`src/rtl/knn_pkg.sv`:
```
// Shared widths, payload layouts and sequencer state encoding for the KNN block.
package knn_pkg;

  localparam int unsigned COORD_W = 16;
  localparam int unsigned LABEL_W = 8;
  localparam int unsigned DATA_W  = 2 * COORD_W;
  localparam int unsigned POINT_W = 2 * COORD_W + LABEL_W;
  localparam int unsigned NB_W    = 40;
  localparam int unsigned ADDR_W  = 10;
  localparam int unsigned INS_LAT = 1;

  // Test point as stored in test memory
  typedef struct packed {
    logic [COORD_W-1:0] x;
    logic [COORD_W-1:0] y;
  } test_pt_t;

  // Training point as stored in data memory
  typedef struct packed {
    logic [COORD_W-1:0] x;
    logic [COORD_W-1:0] y;
    logic [LABEL_W-1:0] label;
  } data_pt_t;

  typedef logic [2:0] state_t;

  localparam logic [2:0] ST_IDLE   = 3'd0;
  localparam logic [2:0] ST_LOAD_T = 3'd1;
  localparam logic [2:0] ST_CLR    = 3'd2;
  localparam logic [2:0] ST_STREAM = 3'd3;
  localparam logic [2:0] ST_DRAIN  = 3'd4;
  localparam logic [2:0] ST_OUT    = 3'd5;
  localparam logic [2:0] ST_DONE   = 3'd6;

endpackage

```
`src/rtl/knn_idx_cnt.sv`:
```
// Loadable up-counter with a terminal-count flag against a programmable last value.
module knn_idx_cnt #(
  parameter int unsigned W = 10
) (
  input  logic         clk,
  input  logic         rst,
  input  logic         ld,
  input  logic [W-1:0] ld_val,
  input  logic         inc,
  input  logic [W-1:0] last,
  output logic [W-1:0] cnt,
  output logic         tc_c
);

  // Counter register: load has priority over increment
  always_ff @(posedge clk) begin
    if (!rst) begin
      cnt <= '0;
    end else if (ld) begin
      cnt <= ld_val;
    end else if (inc) begin
      cnt <= cnt + W'(1);
    end
  end

  assign tc_c = (cnt == last);

endmodule

```
`src/rtl/knn_seq_ctrl.sv`:
```
// Batch sequencer feeding test/training points into calc_insert and returning neighbour lists.
module knn_seq_ctrl #(
  parameter int unsigned DATA_W  = knn_pkg::DATA_W,
  parameter int unsigned POINT_W = knn_pkg::POINT_W,
  parameter int unsigned NB_W    = knn_pkg::NB_W,
  parameter int unsigned ADDR_W  = knn_pkg::ADDR_W,
  parameter int unsigned INS_LAT = knn_pkg::INS_LAT
) (
  input  logic               clk,
  input  logic               rst,
  input  logic               start,
  input  logic [ADDR_W-1:0]  n_test,
  input  logic [ADDR_W-1:0]  n_data,
  output logic               busy,
  output logic               done,
  output logic               test_rd,
  output logic [ADDR_W-1:0]  test_addr,
  input  logic [DATA_W-1:0]  test_rdata,
  output logic               data_rd,
  output logic [ADDR_W-1:0]  data_addr,
  input  logic [POINT_W-1:0] data_rdata,
  output logic               ci_rst,
  output logic               ci_en,
  output logic [DATA_W-1:0]  ci_test,
  output logic [POINT_W-1:0] ci_data,
  input  logic [NB_W-1:0]    ci_neighbours,
  output logic               res_valid,
  input  logic               res_ready,
  output logic [ADDR_W-1:0]  res_idx,
  output logic [NB_W-1:0]    res_data
);

  import knn_pkg::*;

  localparam int unsigned DR_W = $clog2(INS_LAT + 2);

  state_t            state, state_nxt;
  logic [ADDR_W-1:0] n_test_q, n_data_q;
  logic [ADDR_W-1:0] t_idx, d_idx;
  logic              t_tc, d_tc;
  logic              t_ld, t_inc, d_ld, d_inc;
  logic              accept, cap;
  logic [DR_W-1:0]   dr_cnt;

  knn_idx_cnt #(.W(ADDR_W)) u_t_cnt (
    .clk    (clk),
    .rst    (rst),
    .ld     (t_ld),
    .ld_val ('0),
    .inc    (t_inc),
    .last   (n_test_q - ADDR_W'(1)),
    .cnt    (t_idx),
    .tc_c   (t_tc)
  );

  knn_idx_cnt #(.W(ADDR_W)) u_d_cnt (
    .clk    (clk),
    .rst    (rst),
    .ld     (d_ld),
    .ld_val ('0),
    .inc    (d_inc),
    .last   (n_data_q - ADDR_W'(1)),
    .cnt    (d_idx),
    .tc_c   (d_tc)
  );

  assign test_addr = t_idx;
  assign data_addr = d_idx;
  assign ci_data   = data_rdata;

  // Next-state and counter control
  always_comb begin
    state_nxt = state;
    accept    = 1'b0;
    cap       = 1'b0;
    t_ld      = 1'b0;
    t_inc     = 1'b0;
    d_ld      = 1'b0;
    d_inc     = 1'b0;
    case (state)
      ST_IDLE: begin
        if (start) begin
          accept    = 1'b1;
          t_ld      = 1'b1;
          state_nxt = (n_test == '0) ? ST_DONE : ST_LOAD_T;
        end
      end
      ST_LOAD_T: state_nxt = ST_CLR;
      ST_CLR: begin
        d_ld      = 1'b1;
        state_nxt = (n_data_q == '0) ? ST_DRAIN : ST_STREAM;
      end
      ST_STREAM: begin
        if (d_tc) state_nxt = ST_DRAIN;
        else      d_inc     = 1'b1;
      end
      ST_DRAIN: begin
        if (dr_cnt == DR_W'(INS_LAT)) begin
          cap       = 1'b1;
          state_nxt = ST_OUT;
        end
      end
      ST_OUT: begin
        if (res_valid && res_ready) begin
          if (t_tc) begin
            state_nxt = ST_DONE;
          end else begin
            t_inc     = 1'b1;
            state_nxt = ST_LOAD_T;
          end
        end
      end
      ST_DONE: state_nxt = ST_IDLE;
      default: state_nxt = ST_IDLE;
    endcase
  end

  // State, registered strobes and captured payloads
  always_ff @(posedge clk) begin
    if (!rst) begin
      state     <= ST_IDLE;
      busy      <= 1'b0;
      done      <= 1'b0;
      test_rd   <= 1'b0;
      data_rd   <= 1'b0;
      ci_en     <= 1'b0;
      ci_rst    <= 1'b1;
      res_valid <= 1'b0;
      ci_test   <= '0;
      res_idx   <= '0;
      res_data  <= '0;
      n_test_q  <= '0;
      n_data_q  <= '0;
      dr_cnt    <= '0;
    end else begin
      state     <= state_nxt;
      busy      <= (state_nxt != ST_IDLE);
      done      <= (state_nxt == ST_DONE);
      test_rd   <= (state_nxt == ST_LOAD_T);
      data_rd   <= (state_nxt == ST_STREAM);
      ci_en     <= data_rd;
      ci_rst    <= (state_nxt == ST_CLR);
      res_valid <= (state_nxt == ST_OUT);
      if (accept) begin
        n_test_q <= n_test;
        n_data_q <= n_data;
      end
      if (state == ST_CLR) ci_test <= test_rdata;
      if (state == ST_DRAIN) dr_cnt <= dr_cnt + DR_W'(1);
      else                   dr_cnt <= '0;
      if (cap) begin
        res_data <= ci_neighbours;
        res_idx  <= t_idx;
      end
    end
  end

endmodule

```
`config.mk`:
```
export PLATFORM = sky130hd
export DESIGN_NAME = knn_seq_ctrl
export DESIGN_NICKNAME = d
export VERILOG_FILES = /design/src/rtl/knn_pkg.sv /design/src/rtl/knn_idx_cnt.sv /design/src/rtl/knn_seq_ctrl.sv
export SDC_FILE = /design/constraint.sdc
export NUM_CORES = 1
export LEC_CHECK = 0
export BUFFER_PORTS_ARGS = -buffer_cell sky130_fd_sc_hd__buf_2
export CAP_MARGIN = 25
export CORE_MARGIN = 5
export CORE_UTILIZATION = 40
export CTS_BUF_LIST = sky130_fd_sc_hd__clkbuf_16
export CTS_CLUSTER_DIAMETER = 80
export DETAILED_ROUTE_END_ITERATION = 10
export PLACE_DENSITY = 0.7
export SLEW_MARGIN = 20
export SYNTH_ARGS = -nofsm -noshare
export SYNTH_HDL_FRONTEND = slang
export SYNTH_SLANG_ARGS = --single-unit
```
`constraint.sdc`:
```
create_clock -name clk -period 4.97 [get_ports clk]
set_input_delay 1.491 -clock clk [delete_from_list [all_inputs] [get_ports clk]]
set_output_delay 1.491 -clock clk [all_outputs]
set_load 0.01 [all_outputs]
```
# Word level (Yosys, flattened, before mapping)
# Index checks and enable logic that the tools add are counted.
# word_totals
input_bits	136
regBits	134
# classes
n_eq_ne	13
reduce_logical	8
addsub	5
n_bitwise	1
muxes	18
# op_table
operator	n
2-to-1 mux 3 bit	7
adder 10 x 1 -> 10 bit (second input constant)	2
equality test 10 bit	2
logical NOT 10 bit	2
subtractor 10 x 1 -> 10 bit (second input constant)	2
one-hot mux 3 bit (6 select lines)	1
equality test 3 x 2 -> 1 bit (second input constant)	4
equality test 3 bit (second input constant)	4
2-to-1 mux 1 bit	10
equality test 3 x 1 -> 1 bit (second input constant)	2
OR reduction 2 bit	2
logical NOT 3 bit	1
nonzero test 3 bit	1
adder 2 x 1 -> 2 bit (second input constant)	1
equality test 2 x 1 -> 1 bit (second input constant)	1
AND reduction 2 bit	1
logical AND 1 bit	1
NOT 1 bit	1

# Depth between registers and ports, before layout
# logic_depth
ltp_word	6
ltp_mapped	10
depth_no_buf	9

# Modules after synthesis
# From an unflattened synthesis, not the netlist that was laid out.
# unflattened
hier_cells	758
hier_area_um2	6288.5
# by_module_without_submodules
mod	n_inst	seq_area_each_um2	cells_per_inst	area_each_um2
knn_seq_ctrl	1	2282.2	596	4939.7
knn_idx_cnt	2	200.2	81	674.4

# Least setup slack after synthesis
# No wires, ideal clock.
# synth_path
path_kind	in2out
start	in data_rdata[0]
end	out ci_data[0]
path_buffers	1
arrival_time_ps	1610
path_stages	1
path_slack_ps	1869
t_required_ps	3479
cell_sequence	buf_4
# synth_rtl
element	line_no	text
start: declaration	knn_seq_ctrl.sv:21	input logic [POINT_W-1:0] data_rdata,
end: declaration	knn_seq_ctrl.sv:25	output logic [POINT_W-1:0] ci_data,
# No word-level cell between the ends.

# Worst setup path in the final report
# layout_path
start	in data_rdata[21]
end	out ci_data[21]
# No word-level cell between the ends.

==> flow_metrics.tcl <==
set metrics [dict create \
    p_int_uw 2160 \
    fin_nets 1055 \
    top_layer "met4" \
    place.gp.congestion 0.849 \
    hold-worst-slack_ns 0.427 \
    post_cts_resized 0 \
    wl_met2_mm 7.68 \
    cts_setup_buffers 0 \
    wl_met1_mm 7.01 \
    crit_path_max_fanout 1 \
    cts_buffers 17 \
    synthDistinctLibCells 56 \
    worstSetupEndpointType "output port" \
    swShare 0.287 \
    drc_errors 0 \
    syn_area_sq_mm 0.00605 \
    ir_drop_mv 0.237 \
    grt_pass1_vias 5290 \
    worstMarginPinSlew_ns 1.00 \
    slew_headroom 0.331 \
    dieArea_sq_mm 0.0177 \
    synth_flop_cell "dfxtp_1" \
    diodes 0 \
    timing.final.crit_share 0.600 \
    finalSetupViolCount 0 \
    path_clk_slew_ns 0.05 \
    htree_levels 4 \
    r2r_setup_slack_ns 2.01 \
    rows 45 \
    min_path_type "flip-flop to flip-flop" \
    worstPathRequired_ns 3.48 \
    finalCriticalPeriod_ns 2.98 \
    ys_seq_area_frac 0.443 \
    dp_slack_ns 1.72 \
    synth_warnings 0 \
    hold_depth 1 \
    fin_ws_ns 1.99 \
    pin_count 285 \
    drt-pass1-iter-count 4 \
    drt_iter0_drc 325 \
    p_clk_frac 0.422 \
    cts_hold_buf 0 \
    clock-root-buffer "clkbuf_16" \
    clk_latency_ns 0.41 \
    path_class "input port to output port" \
    cts_buffer_depth 2 \
    dp_hpwl_mm 11.7 \
    synth.avg_cell_area_sq_um 7.84 \
    power_frac_seq 0.399 \
    combPwrFrac 0.179 \
    synth-edff-count 0 \
    status "complete, no violations" \
    antenna_found_initial 0 \
    ys_ff_latch 134 \
    wl_met3_mm 1.33 \
    syn_inst 772 \
    die_x_microns 133 \
    rsz0062_at_grt "false" \
    vias_per_cell 4.96 \
    cts_tree "done" \
    p_per_area_mw_per_mm2 405 \
    numClockSinks 134 \
    r2r_end "busy$_SDFF_PN0_" \
    grt_usage 0.183 \
    synthArstFlopShare 0 \
    power.switching_uw 870 \
    port-buffer-count 204 \
    ant_nets 0 \
    routed_wirelength_mm 16.3 \
    drive_gt1_frac 0.275 \
    grt_pass1_wl_mm 26.5 \
    tns_ns 0 \
    wire_per_inst_microns 14.6 \
    cp-start-kind "input port" \
    vias 5529 \
    critPathArrivalTime_ns 1.49 \
    r2r_cells 7 \
    final_max_slew_viol_count 0 \
    fmaxAchievable_ghz 0.335 \
    p_leak_uw 0.00320 \
    placeableCoreArea_sq_mm 0.0150 \
    r2r-start "n_data_q[0]$_SDFFE_PN0P_" \
    die_y_microns 133 \
    hp-start "dr_cnt[0]$_SDFF_PN0_" \
    grt_max_degree 52 \
    initial_core_util 0.403 \
    syn_to_final_growth_pct 23.5 \
    hold_viol_final 0 \
    min_to "dr_cnt[0]$_SDFF_PN0_" \
    synth.net_count 913 \
    final.setup_skew_ns 0.0101 \
    maxCapViolCount 0 \
    grt_overflow 0 \
]
-- flip-flops by register name, summed over array words and instances, names as in the netlist, 2 cells and up --
signal	cells
res_data	40
ci_test	32
n_data_q	10
n_test_q	10
res_idx	10
u_d_cnt.cnt	10
u_t_cnt.cnt	10
state	3
dr_cnt	2
-- layout by cell type (no fill, tap or decap), types with 7 or more instances in the layout --
cell / count
buf_2: 204
nor3_1: 11
nand4_1: 7
and2_1: 7
nor2_1: 21
clkbuf_16: 17
nand3_1: 13
or3_1: 10
xor2_1: 10
o21ai_0: 9
nand2_1: 228
mux2i_1: 7
xnor2_1: 14
dfxtp_1: 134
inv_1: 14
a21oi_1: 118
-- power by group through the flow --
stage,Combinational [uW],Sequential [uW],Clock (uW)
floorplan,404,1230,0
global placement,536,1230,0
detailed placement,544,1230,0
CTS,547,1210,1300
global route,607,1220,1360
finish,542,1210,1280
-- cells in the mapped netlist, types with 4 or more instances --
master | n | area (sq um)
nand2_1 | 228 | 856
dfxtp_1 | 134 | 2680
a21oi_1 | 118 | 591
clkbuf_1 | 44 | 165
buf_4 | 40 | 300
nor2_1 | 21 | 78.8
inv_1 | 15 | 56.3
xnor2_1 | 14 | 123
nand3_1 | 13 | 65.1
nor3_1 | 11 | 55.1
or3_1 | 10 | 62.6
xor2_1 | 10 | 87.6
o21ai_0 | 9 | 45.0
and2_1 | 8 | 50.1
mux2i_1 | 7 | 70.1
nand4_1 | 7 | 43.8
nand2b_1 | 6 | 37.5
nor2b_1 | 6 | 37.5
ha_1 | 5 | 62.6
nor4_1 | 5 | 31.3
o211ai_1 | 5 | 37.5
or4_1 | 5 | 37.5
o21ai_1 | 4 | 20.0
-- per-layer routing --
metal  up-vias  GRT usage
met3        18     0.0741
li1       2830          -
met5         -          0
met4         0     0.0647
met1      2514      0.225
met2       167      0.290
-- final cells by class --
cell class                      count  area (sq um)
Clock inverter                     15           180
Inverter                           15          57.6
Sequential cell                   134          2680
Fill cell                        1495          7550
Multi-Input combinational cell    536          2830
Clock buffer                       17           425
Timing Repair Buffer              210          1070
Tap cell                          188           235
-- how the worst max path moves through the flow --
stage,from,endpoint,slack (ns),cells past startpoint
2_1_floorplan,data_rdata[0],ci_data[0],1.87,1
3_3_place_gp,start,u_t_cnt.cnt[2]$_SDFFE_PP0P_,1.73,5
3_5_place_dp,start,u_t_cnt.cnt[2]$_SDFFE_PP0P_,1.72,5
4_1_cts,data_rdata[13],ci_data[13],1.99,0
5_1_grt,n_test_q[2]$_SDFFE_PN0P_,u_t_cnt.cnt[8]$_SDFFE_PP0P_,1.78,7
6_report,data_rdata[21],ci_data[21],1.99,0
-- logic make-up (layout without fill, tap and decap cells) --
family / after synthesis / count (layout) / synth area share
AOI/OAI and AO/OA: 164 / 164 / 0.161
DFF: 134 / 134 / 0.443
adders and majority gates: 5 / 5 / 0.0103
and+or+nand+nor: 336 / 336 / 0.249
buffers and inverters: 102 / 257 / 0.0907
muxes: 7 / 7 / 0.0116
xor gates and xnor gates: 24 / 24 / 0.0347
-- per-stage QoR --
step	std cells	util	cell area, sq um	power [uW]
finish	1115	0.498	7480	3030
global route	1115	0.498	7480	3190
CTS	1115	0.498	7480	3060
detailed placement	1083	0.457	6870	1780
global placement	1083	0.457	6870	1770
floorplan	772	-	6050	1630
Note: power is estimated with default switching activity, not from simulation.
